### src/rtl/prio_enc_pkg.sv
// Shared constants and helpers for the parametrised priority encoder family.
package prio_enc_pkg;

    localparam logic MODE_FIXED = 1'b0;
    localparam logic MODE_RR    = 1'b1;

    // Ceiling log2 for tools without $clog2; clog2(1) = 0.
    function automatic int clog2(input int value);
        int result;
        result = 0;
        while ((1 << result) < value) begin
            result = result + 1;
        end
        return result;
    endfunction

endpackage

### src/rtl/prio_pick.sv
// Combinational find-first-set starting at an arbitrary position, wrapping
// around the end of the request vector.
module prio_pick
    import prio_enc_pkg::*;
#(
    parameter int N = 16,
    localparam int W = clog2(N)
) (
    input  logic [N-1:0] req,
    input  logic [W-1:0] start,
    output logic [W-1:0] idx,
    output logic         none
);

    logic [2*N-1:0] dbl;
    logic [2*N-1:0] masked;
    int             sel;

    assign dbl = {req, req};

    // Keep only the N-bit window beginning at start, so wrapped requests
    // appear in the upper copy and an ordinary lowest-bit search suffices.
    always_comb begin
        masked = '0;
        for (int j = 0; j < 2 * N; j++) begin
            masked[j] = dbl[j] && (j >= int'(start)) && (j < int'(start) + N);
        end
    end

    always_comb begin
        sel = 0;
        for (int j = 2 * N - 1; j >= 0; j--) begin
            if (masked[j]) begin
                sel = j;
            end
        end
    end

    assign idx  = (sel >= N) ? W'(sel - N) : W'(sel);
    assign none = ~|req;

endmodule

### src/rtl/prio_encoder_rr.sv
// Registered N-way priority encoder with fixed or round-robin priority,
// no-request flag and population count, behind a valid/ready handshake.
module prio_encoder_rr
    import prio_enc_pkg::*;
#(
    parameter int N = 16,
    localparam int W = clog2(N)
) (
    input  logic         clk,
    input  logic         rst,
    input  logic         in_valid,
    output logic         in_ready,
    input  logic [N-1:0] req,
    input  logic         mode,
    output logic         out_valid,
    input  logic         out_ready,
    output logic [W-1:0] out_idx,
    output logic         out_none,
    output logic [W:0]   out_count
);

    logic         accept;
    logic [W-1:0] ptr;
    logic [W-1:0] start;
    logic [W-1:0] pick_idx;
    logic [W-1:0] ptr_next;
    logic         pick_none;
    logic [W:0]   count;

    assign in_ready = !out_valid || out_ready;
    assign accept   = in_valid && in_ready;

    // Fixed priority is simply a search that always starts at bit 0.
    assign start = (mode == MODE_RR) ? ptr : '0;

    prio_pick #(.N(N)) u_pick (
        .req   (req),
        .start (start),
        .idx   (pick_idx),
        .none  (pick_none)
    );

    always_comb begin
        count = '0;
        for (int i = 0; i < N; i++) begin
            count = count + (W + 1)'(req[i]);
        end
    end

    // Explicit wrap so non-power-of-two N returns to 0 after winner N-1.
    assign ptr_next = (pick_idx == W'(N - 1)) ? '0 : pick_idx + W'(1);

    always_ff @(posedge clk) begin
        if (rst) begin
            out_valid <= 1'b0;
            out_idx   <= '0;
            out_none  <= 1'b0;
            out_count <= '0;
            ptr       <= '0;
        end else begin
            if (accept) begin
                out_valid <= 1'b1;
                out_idx   <= pick_idx;
                out_none  <= pick_none;
                out_count <= count;
                if (mode == MODE_RR && !pick_none) begin
                    ptr <= ptr_next;
                end
            end else if (out_ready) begin
                out_valid <= 1'b0;
            end
        end
    end

endmodule

### config.mk
export PLATFORM = sky130hd
export DESIGN_NAME = prio_encoder_rr
export DESIGN_NICKNAME = d
export VERILOG_FILES = /design/src/rtl/prio_enc_pkg.sv /design/src/rtl/prio_pick.sv /design/src/rtl/prio_encoder_rr.sv
export SDC_FILE = /design/constraint.sdc
export NUM_CORES = 1
export LEC_CHECK = 0
export CAP_MARGIN = 0
export CORE_MARGIN = 5
export CORE_UTILIZATION = 24
export CTS_BUF_LIST = sky130_fd_sc_hd__clkbuf_4 sky130_fd_sc_hd__clkbuf_8 sky130_fd_sc_hd__clkbuf_16
export DETAILED_ROUTE_END_ITERATION = 10
export SLEW_MARGIN = 25
export SYNTH_ARGS = -nofsm -noshare
export SYNTH_HDL_FRONTEND = slang
export SYNTH_SLANG_ARGS = --single-unit
export TNS_END_PERCENT = 10
### constraint.sdc
create_clock -name clk -period 10.57 [get_ports clk]
set_clock_uncertainty 0.2 [all_clocks]
set_input_delay 2.114 -clock clk [delete_from_list [all_inputs] [get_ports clk]]
set_output_delay 2.114 -clock clk [all_outputs]
set_load 0.01 [all_outputs]
Word level (Yosys, flattened, before mapping)
Index checks and enable logic that the tools add are counted.
{"block": "classes", "addsub": 18, "order_cmp": 48, "eq_ne": 1, "mux": 37, "n_reduce_logical": 55}
{"op": "$mux 32", "n": 31}
{"op": "$lt 6x32->1 const A", "n": 16}
{"op": "$lt 5x32->1 const A", "n": 8}
{"op": "$lt 4x32->1 const A", "n": 4}
{"op": "$lt 3x32->1 const A", "n": 2}
{"op": "$add 5x1->5", "n": 11}
{"op": "$logic_and 1x1->1", "n": 49}
{"op": "$ge 32x6->1 const B", "n": 1}
{"op": "$lt 1x32->1 const A", "n": 1}
{"op": "$lt 2x32->1 const A", "n": 1}
{"op": "$ge 4x4->1 const A", "n": 7}
{"op": "$ge 3x4->1 const A", "n": 4}
{"op": "$reduce_or 16->1", "n": 1}
{"op": "$mux 4", "n": 3}
{"op": "$ge 1x4->1 const A", "n": 2}
{"op": "$ge 2x4->1 const A", "n": 2}
{"op": "$add 4x5->6 const B", "n": 1}
{"op": "$add 4x1->5", "n": 1}
{"op": "$mux 5", "n": 1}
{"op": "$add 3x1->4", "n": 1}
{"op": "$add 4x1->4 const B", "n": 1}
{"op": "$eq 4x4->1 const B", "n": 1}
{"op": "$sub 4x1->4 const B", "n": 1}
{"op": "$add 2x1->3", "n": 1}
{"op": "6 further kinds", "n": 8}
{"block": "word_totals", "ff_bits": 15, "input_bits": 21}

Depth between registers and ports, before layout
Gate-level depths: netlist (run 1).
{"block": "depth", "ltp_word": 40, "depth_mapped": 15}

Modules after synthesis
Synthesis (run 1) repeated with hierarchy kept, for this count alone.
{"block": "unflattened", "hier_cells": 270, "hier_area_um2": 1975.6}
{"mod": "prio_encoder_rr", "n_inst": 1, "cells_each": 125, "area_each_um2": 1077.3, "seq_area_each_um2": 300.3}
{"mod": "prio_pick", "n_inst": 1, "cells_each": 145, "area_each_um2": 898.4, "seq_area_each_um2": 0.0}

Worst setup path after synthesis (run 1)
OpenSTA, ideal clock, no wires.
{"block": "synth_path", "path_type": "input to register", "startpoint": "in req[11]", "endpoint": "reg out_count[2]", "arrival_time_ns": 5.073, "path_slack_ns": 5.169, "path_stages": 15, "cell_sequence": "fa_1 -> inv_1 -> fa_1 -> inv_1 -> fa_1 -> inv_1 -> fa_1 -> inv_1 -> ha_1 -> inv_1 -> fa_1 -> nor2b_1 -> nor3_1 -> a21oi_1 -> nor2_1"}
{"block": "synth_via", "elab_chain_len": 5}
{"item": "start, declared", "line": "prio_encoder_rr.sv:13", "text": "input logic [N-1:0] req,"}
{"item": "$add 5x1->5 (5 in a row)", "line": "prio_encoder_rr.sv:46", "text": "count = count + (W + 1)'(req[i]);"}
{"item": "end signal, assigned", "line": "prio_encoder_rr.sv:65", "text": "out_count <= count;"}
{"item": "end, declared", "line": "prio_encoder_rr.sv:19", "text": "output logic [W:0] out_count"}
Every way passes these cells.
A chain may end at the register's enable or synchronous reset.

Worst setup path in the final report (run 1)
{"block": "layout_path", "startpoint": "in req[13]", "endpoint": "reg out_count[2]"}
{"block": "layout_via", "elab_chain_len": 3}
{"item": "$add 5x1->5 (3 in a row)", "line": "prio_encoder_rr.sv:46"}
Every way passes these cells.

==> results.json, run 1 <==
{
  "status": "completed",
  "hold_viol_final": 0,
  "drive_gt1_frac": 0.0747,
  "clock_sinks": 15,
  "rr_worst_depth": 9,
  "synth_area_per_cell_sq_um": 7.77,
  "die_w_um": 101,
  "dieArea_sq_um": 10300,
  "cts.clk_slew.worst_paths_ns": 0.06,
  "synth.top_cells.by_count": "inv_1 (24), nand2_1 (23), a21oi_1 (18), dfxtp_1 (15), nor2_1 (13)",
  "cp.required_ns": 10.48,
  "startpoint_type": "primary input",
  "maxSlewHeadroom": 0.382,
  "maxCapViolCount": 0,
  "via_per_inst": 5.41,
  "grt_use_total": 0.122,
  "path_class": "in2reg",
  "initial_core_util": 0.244,
  "drc": 0,
  "grt_setup_unrepaired": "false",
  "syn_to_final_growth_pct": 21.2,
  "cts_buffer_depth": 2,
  "overflow": 0,
  "ys_top_cells_by_area": "dfxtp_1 (15%), fa_1 (10%), a21oi_1 (4.5%)",
  "synth_seq_cells": 15,
  "cp_max_fo": 7,
  "ios": 33,
  "critPathLaunch": "req[13]",
  "fin_hold_ws_ns": 0.254,
  "ant_nets": 0,
  "fin_area_sq_um": 2420,
  "routedWlPerCell_um": 16.0,
  "grt_pass1_wl_um": 10200,
  "ys_warn_count": 0,
  "endpoint": "out_count[2]$_SDFFE_PP0P_",
  "final_nets": 320,
  "die_h_um": 101,
  "synth-main-ff-cell": "dfxtp_1",
  "drt_pass1_iterations": 4,
  "cts_buffers": 3,
  "antenna_found_initial": 0,
  "seq_area_frac_synth": 0.150,
  "vias": 2088,
  "netlist-cell-type-count": 67,
  "r2r-start": "ptr[0]$_SDFFE_PP0P_",
  "worst-r2r-setup-slack_ns": 7.08,
  "synth-compound-area-share": 0.353,
  "synth_top_family_by_area": "compound AO/OA/AOI/OAI gates",
  "fmax_ghz": 0.167,
  "wl_um": 6190,
  "post-cts-setup-buffers": 0,
  "antennaDiodeCount": 0,
  "powerDensity_nw_per_um2": 107,
  "ir_drop_uv": 61.1,
  "place.gp.congestion": 0.921,
  "clk_latency_ns": 0.24,
  "power.leakage_nw": 0.875,
  "htree_levels": 1,
  "ctsHoldBuffers": 0,
  "min_period_over_period": 0.567,
  "post_dp_cell_area_sq_um": 2370,
  "grt_max_degree": 32,
  "first_global_vias": 2059,
  "yosys.area_share.simple": 0.254,
  "synth.net_count": 295,
  "dr.first_iter.drc_count": 211,
  "async_reset_ff_frac": 0,
  "synth_area_sq_um": 2000,
  "worst_pin_slew_ns": 0.916,
  "cts_tree": "built",
  "fin_crit_ns": 5.99,
  "fillCellCount": 880,
  "syn_inst": 257,
  "coreArea_sq_um": 8180,
  "yosys.cell_count.top_type": "inv_1",
  "critPathCaptureType": "flip-flop",
  "row_count": 33,
  "cts_root_buffer": "clkbuf_8",
  "seq_area_sq_um": 300,
  "hold_class": "reg2reg",
  "yosysTopAreaCell": "dfxtp_1",
  "cts_resized": 0,
  "min_from": "out_count[0]$_SDFFE_PP0P_",
  "multi_input_area_sq_um": 1510,
  "yosys.area.top_type_share": 0.150,
  "port_buffers": 32,
  "r2r_end": "ptr[2]$_SDFFE_PP0P_",
  "synth_fa_ha_area_frac": 0.144,
  "synthMuxAreaShare": 0,
  "synth-edff-count": 0,
  "setup_viol": 0,
  "drv_slew": 0,
  "dpl.hpwl_um": 4690,
  "synth-xor-area-share": 0.00438,
  "cp.arrival_ns": 5.91,
  "fin_setup_tns_ns": 0
}
cells in the final DEF (no fill, tap or decap), types with 4 or more instances in the layout:
master            n
a211oi_1          4
a21o_1            5
a21oi_1          18
a31oi_1           4
and2_1            7
clkdlybuf4s50_1  32
dfxtp_1          15
fa_1             10
ha_1              7
inv_1            24
nand2_1          23
nand2b_1          6
nand3_1          10
nor2_1           13
nor2b_1           6
nor3_1            5
o211ai_1          6
o21ai_0           8
o221ai_1          5
or2_2             4
sequential cells by signal, indices dropped and copies added, names as in the netlist:
name / count
out_valid: 1
out_count: 5
ptr: 4
out_idx: 4
out_none: 1
cell families (layout without fill, tap and decap cells):
| group | count (synthesis) | after routing |
|---|---|---|
| xor+xnor | 1 | 1 |
| simple gates | 93 | 93 |
| flops | 15 | 15 |
| compound gates | 92 | 92 |
| fa+ha+maj | 17 | 17 |
| buf+inv | 39 | 63 |
cell type report:
cell class                 count  share of cell area
clock buffer                   4              0.0202
multi-input combinational    203               0.623
sequential                    15               0.124
tap                          105              0.0543
inverter                      24              0.0372
timing repair buffer          35               0.142
worst min-delay path by stage:
stage,end,slack (ns),cells after the start
global route,out_count[3]$_SDFFE_PP0P_,0.28,2
global placement,out_count[3]$_SDFFE_PP0P_,0.25,2
CTS,out_count[0]$_SDFFE_PP0P_,0.26,2
floorplan,out_count[3]$_SDFFE_PP0P_,0.28,2
finish,out_count[0]$_SDFFE_PP0P_,0.25,2
detailed placement,out_count[4]$_SDFFE_PP0P_,0.25,2
where the power goes:
part | switching (W) | total [W] | internal, W
clock | 0.0000197 | 0.0000489 | 0.0000292
sequential | 0.00000509 | 0.0000689 | 0.0000638
combinational | 0.0000757 | 0.000142 | 0.0000663
worst max-delay path, stage by stage:
cell	delay [ns]
clkdlybuf4s50_1	0.58
fa_1	0.59
inv_1	0.05
fa_1	0.48
inv_1	0.05
fa_1	0.47
inv_1	0.05
fa_1	0.43
inv_1	0.07
ha_1	0.17
inv_1	0.06
fa_1	0.37
nor2b_1	0.17
nor3_1	0.07
a21oi_1	0.13
nor2_1	0.05
per-stage QoR:
stage / power (W) / utilization / worst slack (ns) / cells
after floorplan: 0.000163 / - / 5.17 / 257
after global placement: 0.000210 / 0.290 / 4.42 / 382
after detailed placement: 0.000213 / 0.290 / 4.39 / 382
after CTS: 0.000264 / 0.296 / 4.61 / 386
after global routing: 0.000285 / 0.296 / 4.40 / 386
final: 0.000260 / 0.296 / 4.58 / 386
routing by layer:
layer,track usage,vias up,part of all wire
met5,0,-,0
met4,0.0276,0,0.010
met3,0.0193,4,0.064
met2,0.199,85,0.48
met1,0.169,987,0.45
li1,-,1012,-
(Power assumes the default switching activity.)
==> inputs of run 2 (changes only) <==
==> constraint.sdc (replaced) <==
create_clock -name clk -period 5.63 [get_ports clk]
set_clock_uncertainty 0.2 [all_clocks]
set_input_delay 1.126 -clock clk [delete_from_list [all_inputs] [get_ports clk]]
set_output_delay 1.126 -clock clk [all_outputs]
set_load 0.01 [all_outputs]
==> results.json, run 2 (synthesis results as in run 1) <==
{
  "drv_slew": 0,
  "reg.largest.list": "out_count: 5 flops, out_idx: 4 flops, ptr: 4 flops",
  "power.leakage_nw": 0.885,
  "setup_viol": 0,
  "slowest_stage": "fa_1",
  "routedWlPerCell_um": 15.6,
  "overflow": 0,
  "cp.required_ns": 5.55,
  "grt_pass1_wl_um": 10000,
  "dpl.hpwl_um": 4730,
  "ios": 33,
  "die_h_um": 101,
  "wl_um": 6070,
  "cp.arrival_ns": 4.82,
  "power_w": 0.000486,
  "grt_use_total": 0.120,
  "vias": 2102,
  "fin_crit_ns": 4.90,
  "via_per_inst": 5.40,
  "startpoint_type": "primary input",
  "maxSlewHeadroom": 0.451,
  "die_w_um": 101,
  "row_count": 33,
  "syn_to_final_growth_pct": 22.3,
  "cts_resized": 0,
  "final_common_cell": "clkdlybuf4s50_1",
  "cts_tree": "built",
  "dieArea_sq_um": 10300,
  "cp_max_fo": 7,
  "cts_root_buffer": "clkbuf_8",
  "cts.clk_slew.worst_paths_ns": 0.07,
  "min_period_over_period": 0.871,
  "first_global_vias": 2013,
  "fmax_ghz": 0.204,
  "hold_class": "reg2reg",
  "hold_viol_final": 0,
  "powerDensity_nw_per_um2": 199,
  "ir_drop_uv": 102,
  "critPathMaxStageDelay_ns": 0.58,
  "layout_common_cells": "clkdlybuf4s50_1 (32), inv_1 (24), nand2_1 (23)",
  "drt_pass1_iterations": 4,
  "largest_reg_flops": 5,
  "grt_setup_unrepaired": "false",
  "cts_buffer_depth": 2,
  "maxCapViolCount": 0,
  "place.gp.congestion": 0.914,
  "status": "completed",
  "cp_cell_sequence": "clkdlybuf4s50_1, fa_1, inv_1, fa_1, inv_1, fa_1, inv_1, fa_1, inv_1, ha_1, inv_1, fa_1, nor2b_1, nor3_1, a21oi_1, nor2_1",
  "drc": 0,
  "cts_buffers": 3,
  "worst_pin_slew_ns": 0.822,
  "final_nets": 323,
  "critPathCaptureType": "flip-flop",
  "path_class": "in2reg",
  "ant_nets": 0,
  "port_buffers": 32,
  "dr.first_iter.drc_count": 264,
  "antennaDiodeCount": 0,
  "fin_setup_tns_ns": 0,
  "ctsHoldBuffers": 0,
  "initial_core_util": 0.244,
  "coreArea_sq_um": 8180,
  "largest_register": "out_count",
  "antenna_found_initial": 0,
  "htree_levels": 1,
  "post-cts-setup-buffers": 0,
  "clock_sinks": 15,
  "grt_max_degree": 30,
  "drive_gt1_frac": 0.0845,
  "clk_latency_ns": 0.25
}
==> run 2: stage by stage <==
step | worst slack (ns) | cell area, sq um | hold slack (ns) | instances | util
after floorplan | 1.22 | 2000 | 0.276 | 257 | -
after global placement | 0.498 | 2390 | 0.248 | 385 | 0.293
after detailed placement | 0.449 | 2390 | 0.248 | 385 | 0.293
after CTS | 0.707 | 2440 | 0.265 | 389 | 0.299
after global routing | 0.482 | 2440 | 0.281 | 389 | 0.299
final | 0.727 | 2440 | 0.262 | 389 | 0.299
==> run 2: worst max-delay path: cells and delay by family <==
family / cells / cell delay [ns]
simple gates: 3 / 0.28
compound gates: 1 / 0.13
buf+inv: 6 / 0.81
fa+ha+maj: 6 / 2.49
==> run 2: final timing paths <==
check                            start                   endpoint  slack [ns]  depth (start not counted)
max                            req[11]  out_count[2]$_SDFFE_PP0P_        0.73                         16
min          out_count[0]$_SDFFE_PP0P_  out_count[0]$_SDFFE_PP0P_        0.26                          2
max reg2reg        ptr[2]$_SDFFE_PP0P_        ptr[2]$_SDFFE_PP0P_        2.11                          9
min reg2reg  out_count[0]$_SDFFE_PP0P_  out_count[0]$_SDFFE_PP0P_        0.26                          2
==> run 2: layer usage <==
metal	GRT usage	wire length, um	vias to the layer above
li1	-	-	1013
met1	0.168	2780	1008
met2	0.189	2840	71
met3	0.0262	347	10
met4	0.0307	97	0
met5	0	0	-
==> run 2: power by group <==
part | internal [W] | total [W] | switching (W)
logic | 0.000126 | 0.000262 | 0.000137
clock network | 0.0000497 | 0.0000909 | 0.0000412
registers | 0.000120 | 0.000133 | 0.0000133
total | 0.000295 | 0.000486 | 0.000191
==> run 2: final cells by class <==
type	instances	area [sq um]
clock inverters	1	7.51
multi-input cells	203	1510
clock buffers	3	41.3
well taps	105	131
inverters	24	90.1
fillers	887	5730
flip-flops and latches	15	300
repair buffers	38	365
